===== src/rtl/cripto_pkg.sv =====
// Shared definitions for the cripto link: word width, decoder FSM states and the
// per-stage key schedule input function (shared with the encryptor).
package cripto_pkg;

    localparam int unsigned WIDTH = 10;

    typedef enum logic [2:0] {
        StIdle,
        StK0,
        StK1,
        StK2,
        StK3,
        StDone
    } state_e;

    // perm10 input for schedule stage 0..3, given the key and the earlier stage outputs.
    function automatic logic [WIDTH-1:0] key_sched_step(
        input logic [1:0]       stage,
        input logic [WIDTH-1:0] key,
        input logic [WIDTH-1:0] k0,
        input logic [WIDTH-1:0] k1,
        input logic [WIDTH-1:0] k2
    );
        case (stage)
            2'd0:    return key;
            2'd1:    return key ^ k0;
            2'd2:    return ~k1 & key;
            default: return k2 ^ (k0 & ~key);
        endcase
    endfunction

endpackage


===== src/rtl/cripto_decoder_perm10.sv =====
// Fixed 10-bit wire permutation used by the key schedule
// (source bit list, 1 = MSB: 3 5 2 7 4 10 1 9 8 6).
module cripto_decoder_perm10 (
    input  logic [9:0] data_i,
    output logic [9:0] data_o
);

    assign data_o = {data_i[7], data_i[5], data_i[8], data_i[3], data_i[6],
                     data_i[0], data_i[9], data_i[1], data_i[2], data_i[4]};

endmodule


===== src/rtl/cripto_decoder.sv =====
// Receive-side decryptor: plaintext = ciphertext ^ fkey(key). The key schedule runs one
// stage per cycle on a single perm10; the last final key is cached for repeated keys.
module cripto_decoder #(
    parameter int unsigned WIDTH    = 10,
    parameter bit          CACHE_EN = 1'b1
) (
    input  logic             clk_i,
    input  logic             reset_ni,
    input  logic             in_valid_i,
    output logic             in_ready_o,
    input  logic [WIDTH-1:0] ciphertext_i,
    input  logic [WIDTH-1:0] key_i,
    output logic             out_valid_o,
    input  logic             out_ready_i,
    output logic [WIDTH-1:0] plaintext_o,
    output logic             busy_o,
    output logic             cache_hit_o
);

    import cripto_pkg::*;

    state_e           state_q, state_d;
    logic [WIDTH-1:0] ct_q, ct_d, key_q, key_d;
    logic [WIDTH-1:0] k0_q, k0_d, k1_q, k1_d, k2_q, k2_d;
    logic [WIDTH-1:0] pt_q, pt_d;
    logic [WIDTH-1:0] cache_key_q, cache_key_d, cache_fkey_q, cache_fkey_d;
    logic             cache_valid_q, cache_valid_d;
    logic             hit_q, hit_d;

    logic [1:0]       stage;
    logic [WIDTH-1:0] perm_in, perm_out, fkey;
    logic             accept, key_hit;

    always_comb begin
        case (state_q)
            StK1:    stage = 2'd1;
            StK2:    stage = 2'd2;
            StK3:    stage = 2'd3;
            default: stage = 2'd0;
        endcase
    end

    assign perm_in = key_sched_step(stage, key_q, k0_q, k1_q, k2_q);

    cripto_decoder_perm10 u_perm10 (
        .data_i (perm_in),
        .data_o (perm_out)
    );

    // Only meaningful in StK3, where perm_out is k3.
    assign fkey = k0_q ^ k1_q ^ k2_q ^ perm_out;

    // Gated by reset so the upstream never sees ready while the block is held in reset.
    assign in_ready_o  = reset_ni & ((state_q == StIdle) | ((state_q == StDone) & out_ready_i));
    assign accept      = in_valid_i & in_ready_o;
    assign key_hit     = CACHE_EN & cache_valid_q & (key_i == cache_key_q);
    assign out_valid_o = (state_q == StDone);
    assign busy_o      = (state_q == StK0) | (state_q == StK1) | (state_q == StK2) |
                         (state_q == StK3);
    assign plaintext_o = pt_q;
    assign cache_hit_o = hit_q;

    always_comb begin
        state_d       = state_q;
        ct_d          = ct_q;
        key_d         = key_q;
        k0_d          = k0_q;
        k1_d          = k1_q;
        k2_d          = k2_q;
        pt_d          = pt_q;
        cache_key_d   = cache_key_q;
        cache_fkey_d  = cache_fkey_q;
        cache_valid_d = cache_valid_q;
        hit_d         = 1'b0;

        if (accept) begin
            ct_d  = ciphertext_i;
            key_d = key_i;
            if (key_hit) begin
                pt_d    = ciphertext_i ^ cache_fkey_q;
                hit_d   = 1'b1;
                state_d = StDone;
            end else begin
                state_d = StK0;
            end
        end else begin
            case (state_q)
                StK0: begin
                    k0_d    = perm_out;
                    state_d = StK1;
                end
                StK1: begin
                    k1_d    = perm_out;
                    state_d = StK2;
                end
                StK2: begin
                    k2_d    = perm_out;
                    state_d = StK3;
                end
                StK3: begin
                    pt_d          = ct_q ^ fkey;
                    cache_key_d   = key_q;
                    cache_fkey_d  = fkey;
                    cache_valid_d = 1'b1;
                    state_d       = StDone;
                end
                StDone: begin
                    if (out_ready_i) state_d = StIdle;
                end
                default: state_d = StIdle;
            endcase
        end
    end

    always_ff @(posedge clk_i or negedge reset_ni) begin
        if (!reset_ni) begin
            state_q       <= StIdle;
            ct_q          <= '0;
            key_q         <= '0;
            k0_q          <= '0;
            k1_q          <= '0;
            k2_q          <= '0;
            pt_q          <= '0;
            cache_key_q   <= '0;
            cache_fkey_q  <= '0;
            cache_valid_q <= 1'b0;
            hit_q         <= 1'b0;
        end else begin
            state_q       <= state_d;
            ct_q          <= ct_d;
            key_q         <= key_d;
            k0_q          <= k0_d;
            k1_q          <= k1_d;
            k2_q          <= k2_d;
            pt_q          <= pt_d;
            cache_key_q   <= cache_key_d;
            cache_fkey_q  <= cache_fkey_d;
            cache_valid_q <= cache_valid_d;
            hit_q         <= hit_d;
        end
    end

endmodule


===== config.mk =====
export PLATFORM = sky130hd
export DESIGN_NAME = cripto_decoder
export DESIGN_NICKNAME = d
export VERILOG_FILES = /design/src/rtl/cripto_pkg.sv /design/src/rtl/cripto_decoder_perm10.sv /design/src/rtl/cripto_decoder.sv
export SDC_FILE = /design/constraint.sdc
export NUM_CORES = 1
export LEC_CHECK = 0
export CORE_MARGIN = 2
export CORE_UTILIZATION = 40
export DETAILED_ROUTE_END_ITERATION = 12
export GPL_ROUTABILITY_DRIVEN = 1
export GPL_TIMING_DRIVEN = 0
export MAX_ROUTING_LAYER = met4
export SLEW_MARGIN = 40
export SYNTH_ARGS = -nofsm -noshare
export SYNTH_HDL_FRONTEND = slang
export SYNTH_HIERARCHICAL = 1
export SYNTH_SLANG_ARGS = --single-unit

===== constraint.sdc =====
create_clock -name clk_i -period 4.4 [get_ports clk_i]
set_input_delay 0.88 -clock clk_i [delete_from_list [all_inputs] [get_ports clk_i]]
set_output_delay 0.88 -clock clk_i [all_outputs]
set_load 0.05 [all_outputs]

; Yosys cells after proc, flatten, opt, wreduce, memory -nomap -nowiden
; Index checks and enable logic that the tools add are counted.
[op_classes]
muxes = 11
eq_ne = 10
n_reduce_logical = 8
bitwise = 20
[ops]
columns = cell, count
row1 = 10-bit bitwise XOR, 7
row2 = 10-bit 2-to-1 mux, 3
row3 = 10-bit case mux with 3 select lines, 1
row4 = 10-bit AND, 2
row5 = 10-bit inverter, 2
row6 = 3-bit case mux with 5 select lines, 1
row7 = 10-bit == test, 1
row8 = 2-bit AND reduction, 5
row9 = 3-bit 2-to-1 mux, 3
row10 = 3-bit by 2-bit == test with 1-bit output (second input constant), 2
row11 = 3-bit == test (second input constant), 2
row12 = 2-bit case mux with 3 select lines, 1
row13 = 1-bit AND, 4
row14 = 1-bit bitwise OR, 4
row15 = 3-bit by 1-bit == test with 1-bit output (second input constant), 1
row16 = 3-bit logical NOT, 1
row17 = 3-bit by 1-bit != test with 1-bit output (second input constant), 1
row18 = 2-bit by 1-bit == test with 1-bit output (second input constant), 1
row19 = 2-bit == test (second input constant), 1
row20 = 2-bit logical NOT, 1
row21 = 1-bit 2-to-1 mux, 2
row22 = 2-bit by 1-bit != test with 1-bit output (second input constant), 1
row23 = 2-bit nonzero test, 1
row24 = 1-bit inverter, 1
[word_totals]
elab_cells = 60
reg_bits = 85
output_inout_bits = 14
input_bits = 24

; Longest topological paths before layout
[depth]
word_depth = 8
ltp_mapped = 12
depth_no_buf = 10

; Modules after synthesis
; Netlist, hierarchy kept.
[modules_own_cells]
columns = module, instances, cells_each, area_per_inst_um2, seq_area_each_um2
row1 = cripto_decoder, 1, 386, 4379.2, 2127.0
row2 = cripto_decoder_perm10, 1, 10, 75.1, 0.0

; Worst setup path after synthesis
; Ideal clock, no wire load.
[synth_timing]
path_type = register to register
start = register state_q[1]
end = register pt_q[7] (netlist: plaintext_o[7])
arrival_ns = 2.566
synth_period_minus_slack_ns = 2.690
required_time_ns = 4.275
setup_ns = 0.125
path_stages_with_launch = 13
path_buffers = 3
slack_ns = 1.710
cell_sequence = dfrtp_1 inv_1 nand2_1 nor2_1 clkbuf_1 clkbuf_1 a22oi_1 buf_4 xor2_1 xnor2_1 xnor2_1 a21oi_1 mux2_2
[synth_via]
elab_chain_cells = 8
word_cells_on_any_way = 21
classes_between = eq/ne (7) / mux (4) / bitwise (6) / reduce/logical (4)
[synth_rtl]
columns = element, line
row1 = "start, declared", cripto_decoder.sv:22  ; state_e state_q, state_d;
row2 = "start signal, assigned", cripto_decoder.sv:117  ; state_q <= StIdle;
row3 = "start signal, assigned", cripto_decoder.sv:129  ; state_q <= state_d;
row4 = 3-bit == test or 3-bit by 2-bit == test with 1-bit output (tied branches), cripto_decoder.sv:35  ; case (state_q)
row5 = 2-bit case mux with 3 select lines *, cripto_decoder.sv:35
row6 = "2-bit == test, or another cell as far along", cripto_pkg.sv:24  ; case (stage)
row7 = 10-bit case mux with 3 select lines *, cripto_pkg.sv:24
row8 = via perm_in[8], cripto_decoder.sv:31  ; logic [WIDTH-1:0] perm_in, perm_out, fkey;
row9 = 10-bit bitwise XOR *, cripto_decoder.sv:51  ; assign fkey = k0_q ^ k1_q ^ k2_q ^ perm_out;
row10 = 10-bit bitwise XOR *, cripto_decoder.sv:101  ; pt_d = ct_q ^ fkey;
row11 = 10-bit 2-to-1 mux *, cripto_decoder.sv:87  ; case (state_q)
row12 = 10-bit 2-to-1 mux *, cripto_decoder.sv:76  ; if (accept) begin
row13 = "end signal, assigned", cripto_decoder.sv:135  ; pt_q <= pt_d;
row14 = "end, declared", cripto_decoder.sv:25  ; logic [WIDTH-1:0] pt_q, pt_d;
; Mark *: on every way through the listed nets, which the timed path passes. The rest lies on a longest branch. The select of a mux whose other input is x is not followed.
; A chain may end at the register's enable or synchronous reset.

; Worst setup path after layout
[layout_timing]
start = register state_q[1]
end = register pt_q[1] (netlist: plaintext_o[1])
; The elaborated chain is that of the path after synthesis.

==> PnR_summary.wiki <==
{| class="wikitable"
! Metric !! Value
|-
| Status || completed
|-
| Clock Path Buffers || 2
|-
| Flip-flop cell with the highest count after synthesis || dfrtp_1
|-
| Power density cells || 933 nW/um2
|-
| Total CTS buffers || 9
|-
| Highest net fanout along the worst path || 10
|-
| Peak supply drop || about 0.43 mV
|-
| Kind of launch point of the worst setup path || register
|-
| DRC Markers || 0
|-
| Overall die width || 110 um
|-
| Average cell area after synthesis || 11.2 um2
|-
| Top cells by area in the synthesized netlist || dfrtp_1 48%, mux2_2 18%, xnor2_1 10%, xor2_1 3.9%, ha_1 2.8%
|-
| Cell area after layout || 5240 um2
|-
| Kind of end point of the critical path || register
|-
| Count of cell types in the netlist || 26
|-
| Commonest non-fill, non-tap cells in the layout || 85 x dfrtp_1, 70 x mux2_2, 51 x xnor2_1, 36 x clkdlybuf4s50_1, 32 x nand2_1
|-
| Vias after detailed routing || 2999
|-
| Critical Path Start || state_q[1]
|-
| Arrival time at the worst endpoint || approximately 3.8 ns
|-
| Std cell rows || 38
|-
| Quantity of I/O buffers inserted on ports || 37
|-
| Detail-routed via count per cell || 5.08
|-
| Fin nets || 479
|-
| Post-Layout Cell Count || 590
|-
| Clock-pin slew on the worst setup and hold paths || 0.09 ns
|-
| Worst Setup Slack, final || about 0.81 ns
|-
| DRT antenna net count || 0
|-
| Slew HR || 49.4%
|-
| Number of global-route vias before repair || 3088
|-
| Final hold violation count || 0
|-
| Worst slack at placement || 0.787 ns
|-
| Most common library cell in the layout ignoring fill and taps || dfrtp_1
|-
| Synth top area share || between 40% and 50%
|-
| Proportion of synthesized chip area in sequential cells || 47.8%
|-
| Largest net degree at the start of global routing || 49
|-
| WP data required || 4.64 ns
|-
| Post-place instance area || ~5000 um2
|-
| Number of optimization iterations in the first detailed-route pass || 4
|-
| Leak || roughly 2.2 nW
|-
| Post-synth top area cell || dfrtp_1
|-
| Inst Count DP || 574
|-
| Part of the cycle the worst path needs || 81.6%
|-
| Number of setup buffers added after CTS || 0
|-
| Total wire length after detailed routing || 9.45 mm
|-
| Number of clock sinks || 85
|-
| Worst flop-to-flop path startpoint || state_q[1]
|-
| Vert. Die Dim || roughly 110 um
|-
| Wire length of the first global-routing pass || approximately 16 mm
|-
| Post-synthesis instance total || 396
|-
| Syn nets || 430
|-
| FF+latch count, synth || 85
|-
| Cell area after synthesis || 4450 um2
|-
| Total of hold buffers inserted after clock tree synthesis || 0
|-
| Count of maximum capacitance violations || 0
|-
| Tightest Pin Transition || 0.759 ns
|-
| Async set-or-reset flop fraction in the synthesized netlist || 100%
|-
| Routed length per placed instance || 16.0 um
|-
| Largest clock skew in the final design || 0.0107 ns
|-
| F_max || 0.279 GHz
|-
| Overflow left after global routing || 0
|-
| CTS H-tree lvls || 3
|-
| Placer congestion estimate || ~0.90
|-
| Inserted Diodes || 0
|-
| Clock insertion delay at the later pin of the skew report || 0.35 ns
|-
| Area of the placeable core || between 10000 and 15000 um2
|-
| CTS root buffer || clkbuf_8
|-
| HPWL after detailed placement || 6.66 mm
|-
| Full die area || roughly 12000 um2
|-
| DR iter-0 viols || 155
|-
| Gates resized, CTS repair || 0
|-
| EDFF count, synth || 0
|-
| RSZ-0062 raised after global routing || no
|-
| Combined global-route utilization of all metal layers || between 15 and 20%
|-
| Final setup viols || 0
|-
| Final design utilization || between 40% and 50%
|-
| Fraction of layout instances using a drive strength above 1 || 23.1%
|-
| Total I/O pin count || 38
|-
| Tmin final || 3.59 ns
|-
| Area growth from synthesis to layout || 17.6%
|-
| Clock tree from TritonCTS || done
|-
| # fillers || ~1.0k
|-
| Max-slew violation count || 0
|-
| Number of warnings reported in the yosys synthesis log || 6
|-
| Path type of the worst setup path || register to register
|-
| Initial cell density of the core || 41.1%
|-
| Antenna violations before repair || 0
|-
| Worst min-delay path category || input pin to asynchronous set/reset pin
|}
-- report_power, final --
| group | total (W) | switching [W] | internal, W | leakage (nW) |
|---|---|---|---|---|
| Clock | 0.000599 | 0.000298 | 0.000301 | 0.108 |
| Sequential | 0.00151 | 0.000336 | 0.00118 | 1.02 |
| Combinational | 0.00278 | 0.00138 | 0.00140 | 1.10 |
| Total | 0.00489 | 0.00201 | 0.00288 | 2.23 |
-- sequential cells by signal (all words and copies together), names as in the netlist --
register,cells
k1_q,10
key_q,10
k2_q,10
state_q,3
cache_key_q,10
k0_q,10
cache_valid_q,1
ct_q,10
plaintext_o,10
cache_hit_o,1
cache_fkey_q,10
-- Yosys cell counts, types with 2 or more instances --
master    number
inv_1         12
nor3_1         2
clkbuf_1      15
ha_1          10
or2_2          2
xor2_1        20
buf_4         10
o21ai_0       20
nor2_1        24
dfrtp_1       85
mux2_2        70
xnor2_1       51
a21oi_1       20
a22oi_1       10
nand4_1        2
nand3_1        2
nand2_1       32
-- cell type report --
| type | count | area [um2] | area share [%] |
|---|---|---|---|
| Clock buffer | 11 | 151 | 2.89 |
| Tap cell | 140 | 175 | 3.34 |
| Timing Repair Buffer | 38 | 392 | 7.48 |
| Clock inverter | 5 | 66.3 | 1.27 |
| Inverter | 12 | 45.0 | 0.860 |
| Multi-Input combinational cell | 273 | 2150 | 41.0 |
| Sequential cell | 85 | 2130 | 40.6 |
| Buffer | 26 | 136 | 2.60 |
-- critical path, stage by stage (launching register included) --
cell      delay [ns]
dfrtp_1         0.42
inv_1           0.15
nand2_1         0.12
nor2_1          0.44
clkbuf_1        0.51
clkbuf_1        0.49
a22oi_1         0.14
buf_4           0.18
xor2_1          0.14
xnor2_1         0.35
xnor2_1         0.17
a21oi_1         0.08
mux2_2          0.29
-- metrics by stage --
| stage | power (W) | TNS (ns) | hold slack (ns) |
|---|---|---|---|
| floorplan | 0.00366 | 0 | 0.439 |
| global placement | 0.00425 | -131.45 | 0.451 |
| detailed placement | 0.00432 | 0 | 0.470 |
| CTS | 0.00493 | 0 | 0.453 |
| global route | 0.00530 | 0 | 0.458 |
| finish | 0.00489 | 0 | 0.449 |
-- metal layers --
layer | part of all wire (%) | wire length [um] | up-vias | GRT usage, %
met5 | 0 | 0 | - | -
met4 | 0.78 | 74 | 0 | 5.06
li1 | - | - | 1429 | -
met1 | 49 | 4630 | 1496 | 24.0
met3 | 4.0 | 381 | 9 | 3.62
met2 | 46 | 4370 | 65 | 27.9
-- kinds of logic (layout without fill, tap and decap cells) --
kind of cell               Yosys count  after routing  share of synthesized area, %
DFF                                 85             85                          47.8
xor gates and xnor gates            71             71                          14.0
muxes                               70             70                          17.7
and+or+nand+nor                     69             69                          6.80
AOI/OAI and AO/OA                   53             53                          6.91
buffers and inverters               38             92                          4.07
adders and majority gates           10             10                          2.81
-- path summary, 6_finish.rpt --
kind	cells after the start	slack [ns]	to
max	12	0.81	plaintext_o[1]
min	1	0.45	plaintext_o[2]
max reg2reg	12	0.81	plaintext_o[1]
min reg2reg	1	0.48	cache_valid_q
max in group asynchronous	2	3.38	k1_q[6]
min in group clk_i	1	0.48	cache_valid_q
Note: power is estimated with default switching activity, not from simulation.
